`src/rtl/nios2_qsys_mul_shift_issue_if.sv`:
```
// E-stage to multiplier-cell issue bus: operands and stage enables in, cell controls and A-stage status out.
interface nios2_qsys_mul_shift_issue_if #(
    parameter int OP_W = 4
);
    logic            E_valid;
    logic [OP_W-1:0] E_op;
    logic [31:0]     E_src1;
    logic [31:0]     E_src2;
    logic            M_en;
    logic            A_en;
    logic            A_flush;
    logic [31:0]     A_mul_cell_result;

    logic [31:0]     E_src1_mul_cell;
    logic [31:0]     E_src2_mul_cell;
    logic            E_ctrl_mul_shift_src1_signed;
    logic            E_ctrl_mul_shift_src2_signed;
    logic            M_mul_cell_rotate;
    logic            M_mul_cell_shift_right;
    logic [31:0]     A_result;
    logic            A_result_valid;
    logic            A_illegal;

    modport master (
        output E_valid, E_op, E_src1, E_src2, M_en, A_en, A_flush, A_mul_cell_result,
        input  E_src1_mul_cell, E_src2_mul_cell, E_ctrl_mul_shift_src1_signed,
               E_ctrl_mul_shift_src2_signed, M_mul_cell_rotate, M_mul_cell_shift_right,
               A_result, A_result_valid, A_illegal
    );

    modport slave (
        input  E_valid, E_op, E_src1, E_src2, M_en, A_en, A_flush, A_mul_cell_result,
        output E_src1_mul_cell, E_src2_mul_cell, E_ctrl_mul_shift_src1_signed,
               E_ctrl_mul_shift_src2_signed, M_mul_cell_rotate, M_mul_cell_shift_right,
               A_result, A_result_valid, A_illegal
    );
endinterface

```
`src/rtl/nios2_qsys_mul_shift_issue.sv`:
```
// Issue stage for the 32x32 multiplier cell: maps mul/shift/rotate ops onto multiplies by
// powers of two and tracks op validity through M and A so the A-stage mux knows when the cell result is live.
module nios2_qsys_mul_shift_issue #(
    parameter int OP_W          = 4,
    parameter bit LATENCY_CHECK = 1'b1
) (
    input  logic                          clk,
    input  logic                          reset_n,
    nios2_qsys_mul_shift_issue_if.slave   bus
);
    localparam logic [OP_W-1:0] OP_MUL    = OP_W'(0);
    localparam logic [OP_W-1:0] OP_MULXSS = OP_W'(1);
    localparam logic [OP_W-1:0] OP_MULXSU = OP_W'(2);
    localparam logic [OP_W-1:0] OP_MULXUU = OP_W'(3);
    localparam logic [OP_W-1:0] OP_SLL    = OP_W'(4);
    localparam logic [OP_W-1:0] OP_SRL    = OP_W'(5);
    localparam logic [OP_W-1:0] OP_SRA    = OP_W'(6);
    localparam logic [OP_W-1:0] OP_ROL    = OP_W'(7);
    localparam logic [OP_W-1:0] OP_ROR    = OP_W'(8);

    logic [4:0]  w_n;
    logic [4:0]  w_n_inv;
    logic [31:0] w_pow_l;
    logic [31:0] w_pow_r;
    logic        w_n_zero;

    logic [31:0] w_src1;
    logic [31:0] w_src2;
    logic        w_sign1;
    logic        w_sign2;
    logic        w_shift_right;
    logic        w_rotate;
    logic        w_illegal;

    logic        r_m_valid;
    logic        r_m_illegal;
    logic        r_m_rotate;
    logic        r_m_shift_right;
    logic        r_a_valid;
    logic        r_a_illegal;

    // (32-n) mod 32 is just -n in 5 bits; n=0 therefore maps to 1<<0 for the right-shift forms.
    assign w_n      = bus.E_src2[4:0];
    assign w_n_inv  = 5'd0 - w_n;
    assign w_n_zero = (w_n == 5'd0);
    assign w_pow_l  = 32'd1 << w_n;
    assign w_pow_r  = 32'd1 << w_n_inv;

    always_comb begin
        w_src1        = 32'd0;
        w_src2        = 32'd0;
        w_sign1       = 1'b0;
        w_sign2       = 1'b0;
        w_shift_right = 1'b0;
        w_rotate      = 1'b0;
        w_illegal     = 1'b0;
        case (bus.E_op)
            OP_MUL: begin
                w_src1 = bus.E_src1;
                w_src2 = bus.E_src2;
            end
            OP_MULXSS: begin
                w_src1        = bus.E_src1;
                w_src2        = bus.E_src2;
                w_sign1       = 1'b1;
                w_sign2       = 1'b1;
                w_shift_right = 1'b1;
            end
            OP_MULXSU: begin
                w_src1        = bus.E_src1;
                w_src2        = bus.E_src2;
                w_sign1       = 1'b1;
                w_shift_right = 1'b1;
            end
            OP_MULXUU: begin
                w_src1        = bus.E_src1;
                w_src2        = bus.E_src2;
                w_shift_right = 1'b1;
            end
            OP_SLL: begin
                w_src1 = bus.E_src1;
                w_src2 = w_pow_l;
            end
            OP_SRL: begin
                w_src1        = bus.E_src1;
                w_src2        = w_pow_r;
                w_shift_right = ~w_n_zero;
            end
            OP_SRA: begin
                w_src1        = bus.E_src1;
                w_src2        = w_pow_r;
                w_sign1       = 1'b1;
                w_shift_right = ~w_n_zero;
            end
            OP_ROL: begin
                w_src1   = bus.E_src1;
                w_src2   = w_pow_l;
                w_rotate = 1'b1;
            end
            OP_ROR: begin
                w_src1   = bus.E_src1;
                w_src2   = w_pow_r;
                w_rotate = 1'b1;
            end
            default: w_illegal = 1'b1;
        endcase
    end

    assign bus.E_src1_mul_cell              = w_src1;
    assign bus.E_src2_mul_cell              = w_src2;
    assign bus.E_ctrl_mul_shift_src1_signed = w_sign1;
    assign bus.E_ctrl_mul_shift_src2_signed = w_sign2;

    // M-stage controls follow the cell's input registers, so they load on M_en only.
    always_ff @(posedge clk or negedge reset_n) begin
        if (!reset_n) begin
            r_m_rotate      <= 1'b0;
            r_m_shift_right <= 1'b0;
            r_m_illegal     <= 1'b0;
        end else if (bus.M_en) begin
            r_m_rotate      <= w_rotate;
            r_m_shift_right <= w_shift_right;
            r_m_illegal     <= w_illegal;
        end
    end

    always_ff @(posedge clk or negedge reset_n) begin
        if (!reset_n) begin
            r_m_valid <= 1'b0;
        end else if (bus.A_flush) begin
            r_m_valid <= 1'b0;
        end else if (bus.M_en) begin
            r_m_valid <= bus.E_valid;
        end
    end

    // A only takes the M op when both stages advance; A_en alone inserts a bubble.
    always_ff @(posedge clk or negedge reset_n) begin
        if (!reset_n) begin
            r_a_valid   <= 1'b0;
            r_a_illegal <= 1'b0;
        end else begin
            if (bus.A_flush) begin
                r_a_valid <= 1'b0;
            end else if (bus.A_en) begin
                r_a_valid <= bus.M_en & r_m_valid;
            end
            if (bus.A_en) begin
                r_a_illegal <= bus.M_en & r_m_illegal;
            end
        end
    end

    assign bus.M_mul_cell_rotate      = r_m_rotate;
    assign bus.M_mul_cell_shift_right = r_m_shift_right;
    assign bus.A_result               = bus.A_mul_cell_result;
    assign bus.A_result_valid         = r_a_valid & ~r_a_illegal;

    generate
        if (LATENCY_CHECK) begin : g_ill
            assign bus.A_illegal = r_a_valid & r_a_illegal;
        end else begin : g_no_ill
            assign bus.A_illegal = 1'b0;
        end
    endgenerate
endmodule

```
`src/flat_wrapper.sv`:
```
// flat-port wrapper written by rule: the top's interface ports become plain ports
module nios2_qsys_mul_shift_issue_flat 
#(
    parameter int OP_W          = 4,
    parameter bit LATENCY_CHECK = 1'b1
)
  (clk, reset_n, bus_E_valid, bus_E_op, bus_E_src1, bus_E_src2, bus_M_en, bus_A_en, bus_A_flush, bus_A_mul_cell_result, bus_E_src1_mul_cell, bus_E_src2_mul_cell, bus_E_ctrl_mul_shift_src1_signed, bus_E_ctrl_mul_shift_src2_signed, bus_M_mul_cell_rotate, bus_M_mul_cell_shift_right, bus_A_result, bus_A_result_valid, bus_A_illegal);
  nios2_qsys_mul_shift_issue_if #(.OP_W(OP_W)) bus_i ();
  input  logic clk;
  input  logic reset_n;
  input wire logic [$bits(bus_i.E_valid)-1:0] bus_E_valid;
  input wire logic [$bits(bus_i.E_op)-1:0] bus_E_op;
  input wire logic [$bits(bus_i.E_src1)-1:0] bus_E_src1;
  input wire logic [$bits(bus_i.E_src2)-1:0] bus_E_src2;
  input wire logic [$bits(bus_i.M_en)-1:0] bus_M_en;
  input wire logic [$bits(bus_i.A_en)-1:0] bus_A_en;
  input wire logic [$bits(bus_i.A_flush)-1:0] bus_A_flush;
  input wire logic [$bits(bus_i.A_mul_cell_result)-1:0] bus_A_mul_cell_result;
  output wire logic [$bits(bus_i.E_src1_mul_cell)-1:0] bus_E_src1_mul_cell;
  output wire logic [$bits(bus_i.E_src2_mul_cell)-1:0] bus_E_src2_mul_cell;
  output wire logic [$bits(bus_i.E_ctrl_mul_shift_src1_signed)-1:0] bus_E_ctrl_mul_shift_src1_signed;
  output wire logic [$bits(bus_i.E_ctrl_mul_shift_src2_signed)-1:0] bus_E_ctrl_mul_shift_src2_signed;
  output wire logic [$bits(bus_i.M_mul_cell_rotate)-1:0] bus_M_mul_cell_rotate;
  output wire logic [$bits(bus_i.M_mul_cell_shift_right)-1:0] bus_M_mul_cell_shift_right;
  output wire logic [$bits(bus_i.A_result)-1:0] bus_A_result;
  output wire logic [$bits(bus_i.A_result_valid)-1:0] bus_A_result_valid;
  output wire logic [$bits(bus_i.A_illegal)-1:0] bus_A_illegal;
  assign bus_i.E_valid = bus_E_valid;
  assign bus_i.E_op = bus_E_op;
  assign bus_i.E_src1 = bus_E_src1;
  assign bus_i.E_src2 = bus_E_src2;
  assign bus_i.M_en = bus_M_en;
  assign bus_i.A_en = bus_A_en;
  assign bus_i.A_flush = bus_A_flush;
  assign bus_i.A_mul_cell_result = bus_A_mul_cell_result;
  assign bus_E_src1_mul_cell = bus_i.E_src1_mul_cell;
  assign bus_E_src2_mul_cell = bus_i.E_src2_mul_cell;
  assign bus_E_ctrl_mul_shift_src1_signed = bus_i.E_ctrl_mul_shift_src1_signed;
  assign bus_E_ctrl_mul_shift_src2_signed = bus_i.E_ctrl_mul_shift_src2_signed;
  assign bus_M_mul_cell_rotate = bus_i.M_mul_cell_rotate;
  assign bus_M_mul_cell_shift_right = bus_i.M_mul_cell_shift_right;
  assign bus_A_result = bus_i.A_result;
  assign bus_A_result_valid = bus_i.A_result_valid;
  assign bus_A_illegal = bus_i.A_illegal;
  nios2_qsys_mul_shift_issue #(.OP_W(OP_W), .LATENCY_CHECK(LATENCY_CHECK)) u_core (.clk(clk), .reset_n(reset_n), .bus(bus_i));
endmodule
```
`config.mk`:
```
export PLATFORM = sky130hd
export DESIGN_NAME = nios2_qsys_mul_shift_issue_flat
export DESIGN_NICKNAME = d
export VERILOG_FILES = /design/src/rtl/nios2_qsys_mul_shift_issue_if.sv /design/src/rtl/nios2_qsys_mul_shift_issue.sv /design/src/flat_wrapper.sv
export SDC_FILE = /design/constraint.sdc
export NUM_CORES = 1
export LEC_CHECK = 0
export ABC_AREA = 1
export CAP_MARGIN = 20
export CORE_UTILIZATION = 26
export DETAILED_ROUTE_END_ITERATION = 6
export HOLD_SLACK_MARGIN = 0.08
export PLACE_DENSITY_LB_ADDON = 0.2
export SLEW_MARGIN = 20
export SYNTH_ARGS = -nofsm -noshare
export SYNTH_HDL_FRONTEND = slang
export SYNTH_SLANG_ARGS = --single-unit
```
`constraint.sdc`:
```
create_clock -name clk -period 3.2 [get_ports clk]
set_input_delay 0.96 -clock clk [delete_from_list [all_inputs] [get_ports clk]]
set_output_delay 0.96 -clock clk [all_outputs]
set_load 0.01 [all_outputs]
```
==> impl_metrics.env <==
export IMPL_critPathBufInv=5
export IMPL_start_kind="input pin"
export IMPL_final_common_cell="clkdlybuf4s50_1"
export IMPL_peakVddDrop_mv=0.166
export IMPL_place_congestion=0.852
export IMPL_antenna_found_initial=0
export IMPL_start_util_pct=26.8
export IMPL_hold_start="u_core.bus.M_mul_cell_rotate"
export IMPL_placed_cells=496
export IMPL_placed_area_sq_um=2970
export IMPL_worst_pin_slew_ns=0.343
export IMPL_holdPathEnd="u_core.bus.M_mul_cell_rotate"
export IMPL_rsz0062_at_grt="true"
export IMPL_rr_worst_depth=2
export IMPL_drv_cap=0
export IMPL_ant_nets=0
export IMPL_slew_limit_headroom_pct=77.1
export IMPL_track_usage_pct=20.2
export IMPL_yosys_most_used_dff="dfrtp_1"
export IMPL_nets=558
export IMPL_hold_violations=0
export IMPL_grt_max_degree=34
export IMPL_worstPathArrival_ns=2.34
export IMPL_slew_viol_final=0
export IMPL_num_vias=2309
export IMPL_fmax_mhz=303
export IMPL_ys_seq_elements=6
export IMPL_worstPathRequired_ns=2.24
export IMPL_fp_dieW_microns=79.9
export IMPL_synth_cell_types=25
export IMPL_synthArstFlopShare_pct=100
export IMPL_seq_area_frac_synth_pct=9.51
export IMPL_violations="negative setup slack"
export IMPL_layout_common_cells="70 x clkdlybuf4s50_1, 65 x nand2_1, 40 x nor2_1"
export IMPL_htree_levels=1
export IMPL_slowest_delay_ns=0.27
export IMPL_status="finished, violations left"
export IMPL_firstDrtPassIters=4
export IMPL_numCtsBuffers=3
export IMPL_syn_to_final_growth_pct=123
export IMPL_clk_path_buf_depth=2
export IMPL_setup_violations_final=23
export IMPL_critical_path_class="input pin to output port"
export IMPL_row_count=28
export IMPL_rrSetupSlack_ns=2.52
export IMPL_crit_chain="buf_8 > inv_6 > ha_4 > nand2_4 > nor2_4 > ha_4 > nand2_4 > nand3_4 > clkinvlp_4 > buf_6 > nand3_2 > nand2_1 > buf_2"
export IMPL_hpwl_mm=4.57
export IMPL_cp_top_family="buffers and inverters"
export IMPL_routedWlPerCell_microns=13.5
export IMPL_syn_nets=408
export IMPL_setup_ws_ns=-0.0993
export IMPL_grt_pass1_vias=2155
export IMPL_p_per_area_nw_per_um2=189
export IMPL_cts_clk_slew_worst_paths_ns=0.04
export IMPL_end_kind="output port"
export IMPL_min_path_cells=2
export IMPL_critPathMaxFanout=3
export IMPL_synth_warnings=0
export IMPL_drt_initial_drc_count=74
export IMPL_r2r_end="u_core.r_a_valid"
export IMPL_holdCritPathClass="flop to flop"
export IMPL_fin_area_sq_um=3510
export IMPL_final_cells=521
export IMPL_antennaDiodeCount=0
export IMPL_grt_pass1_wl_mm=10.2
export IMPL_cts_sinks=6
export IMPL_routed_wl_mm=7.05
export IMPL_clockRootBuffer="clkbuf_8"
export IMPL_synth_edf_count=0
export IMPL_remaining_drc_errors=0
export IMPL_netlist_area_sq_um=1580
export IMPL_fp_dieArea_sq_um=6390
export IMPL_postCtsHoldBufs=0
export IMPL_fin_skew_ns=0.000140
export IMPL_synth_area_per_cell_sq_um=5.30
export IMPL_die_y_microns=79.9
export IMPL_syn_instance_count=298
export IMPL_port_buffers=143
export IMPL_cts_tree="done"
export IMPL_ios=208
export IMPL_slowest_stage="ha_4"
export IMPL_leakage_uw=0.00185
export IMPL_vias_per_cell=4.43
export IMPL_grt_ovfl_total=0
export IMPL_worstSkewPairLatency_ns=0.22
export IMPL_fin_crit_sh_pct=103
export IMPL_drive_above_1_share_pct=37.2
export IMPL_period_minus_slack_ns=3.30
export IMPL_crit_reg2reg_launch="u_core.r_m_valid"
export IMPL_coreArea_sq_um=5890
## worst min-delay path, cell delays in order, from the launching register on
cell and delay [ns]:
dfrtp_1 0.34, nand2_1 0.06, nand2_1 0.05
## power breakdown
| group | total [uW] | switching, uW | leakage (uW) | internal, uW |
|---|---|---|---|---|
| Clock | 112 | 31.5 | 0.0000216 | 80.7 |
| Sequential | 87.1 | 4.15 | 0.0000752 | 83.0 |
| Combinational | 464 | 228 | 0.00175 | 236 |
## sequential cells by signal, indices dropped and copies added, names as in the netlist
register / cells
u_core.bus.M_mul_cell_rotate: 1
u_core.r_a_valid: 1
u_core.bus.M_mul_cell_shift_right: 1
u_core.r_m_valid: 1
u_core.r_a_illegal: 1
u_core.r_m_illegal: 1
## what timing repair did
item                                    4_1_cts  5_1_grt
endpoints found under the hold margin         0        0
pin swaps                                    30       35
cloned                                        4        0
gates resized for setup                     263       62
setup buffers                                16        3
endpoints found under the setup margin       66       32
## metrics by stage
| stage | setup slack (ns) | TNS (ns) | hold slack (ns) | utilization, % | power (uW) |
|---|---|---|---|---|---|
| finish | -0.0993 | -0.964 | 0.488 | 59.7 | 663 |
| global route | -0.149 | -2.87 | 0.528 | 59.7 | 705 |
| CTS | -0.111 | -1.41 | 0.490 | 56.0 | 622 |
| detailed placement | -0.936 | -46.44 | 0.472 | 50.4 | 468 |
| global placement | -0.932 | -46.45 | 0.476 | 50.4 | 467 |
| floorplan | 0.0765 | 0 | 0.474 | - | 278 |
## cell usage after synthesis, types with 4 or more instances
master    count  area (sq um)
buf_4        32           240
clkbuf_1      6          22.5
dfrtp_1       6           150
ha_1          4          50.1
inv_1        46           173
nand2_1      82           308
nand2_2       6          37.5
nand3_1      30           150
nor2_1       45           169
nor2_2        8          50.1
o21ai_0      11          55.1
## worst max path at each step
| stage | start | end | cells past startpoint |
|---|---|---|---|
| floorplan | bus_E_src2[0] | bus_E_src2_mul_cell[11] | 11 |
| global placement | bus_E_src2[1] | bus_E_src2_mul_cell[21] | 12 |
| detailed placement | bus_E_src2[0] | bus_E_src2_mul_cell[11] | 12 |
| CTS | bus_E_src2[1] | bus_E_src2_mul_cell[8] | 14 |
| global route | bus_E_src2[0] | bus_E_src2_mul_cell[13] | 13 |
| finish | bus_E_src2[0] | bus_E_src2_mul_cell[13] | 13 |
## area by class of cell
class | count | area [sq um]
Clock buffer | 3 | 41.3
Multi-Input combinational cell | 203 | 1360
Inverter | 49 | 208
Fill cell | 528 | 2370
Timing Repair inverter | 2 | 16.3
Timing Repair Buffer | 183 | 1650
Tap cell | 75 | 93.8
Sequential cell | 6 | 150
## cell families after synthesis
| logic type | Yosys count | synth area share (%) |
|---|---|---|
| XOR/XNOR | 1 | 0.555 |
| AO/OA/AOI/OAI | 15 | 5.39 |
| buffers and inverters | 90 | 30.6 |
| adder cells (fa/ha/maj) | 4 | 3.17 |
| flip-flops | 6 | 9.51 |
| AND/OR/NAND/NOR | 182 | 50.8 |
## routing by layer
metal / vias to the layer above / wire length, microns / GRT usage (%)
met5: - / 0 / 0
met4: 0 / 136 / 7.14
met3: 18 / 373 / 2.17
met2: 81 / 3740 / 37.6
met1: 1044 / 2800 / 23.6
li1: 1166 / - / -
Power figures use the tool's default switching activity.
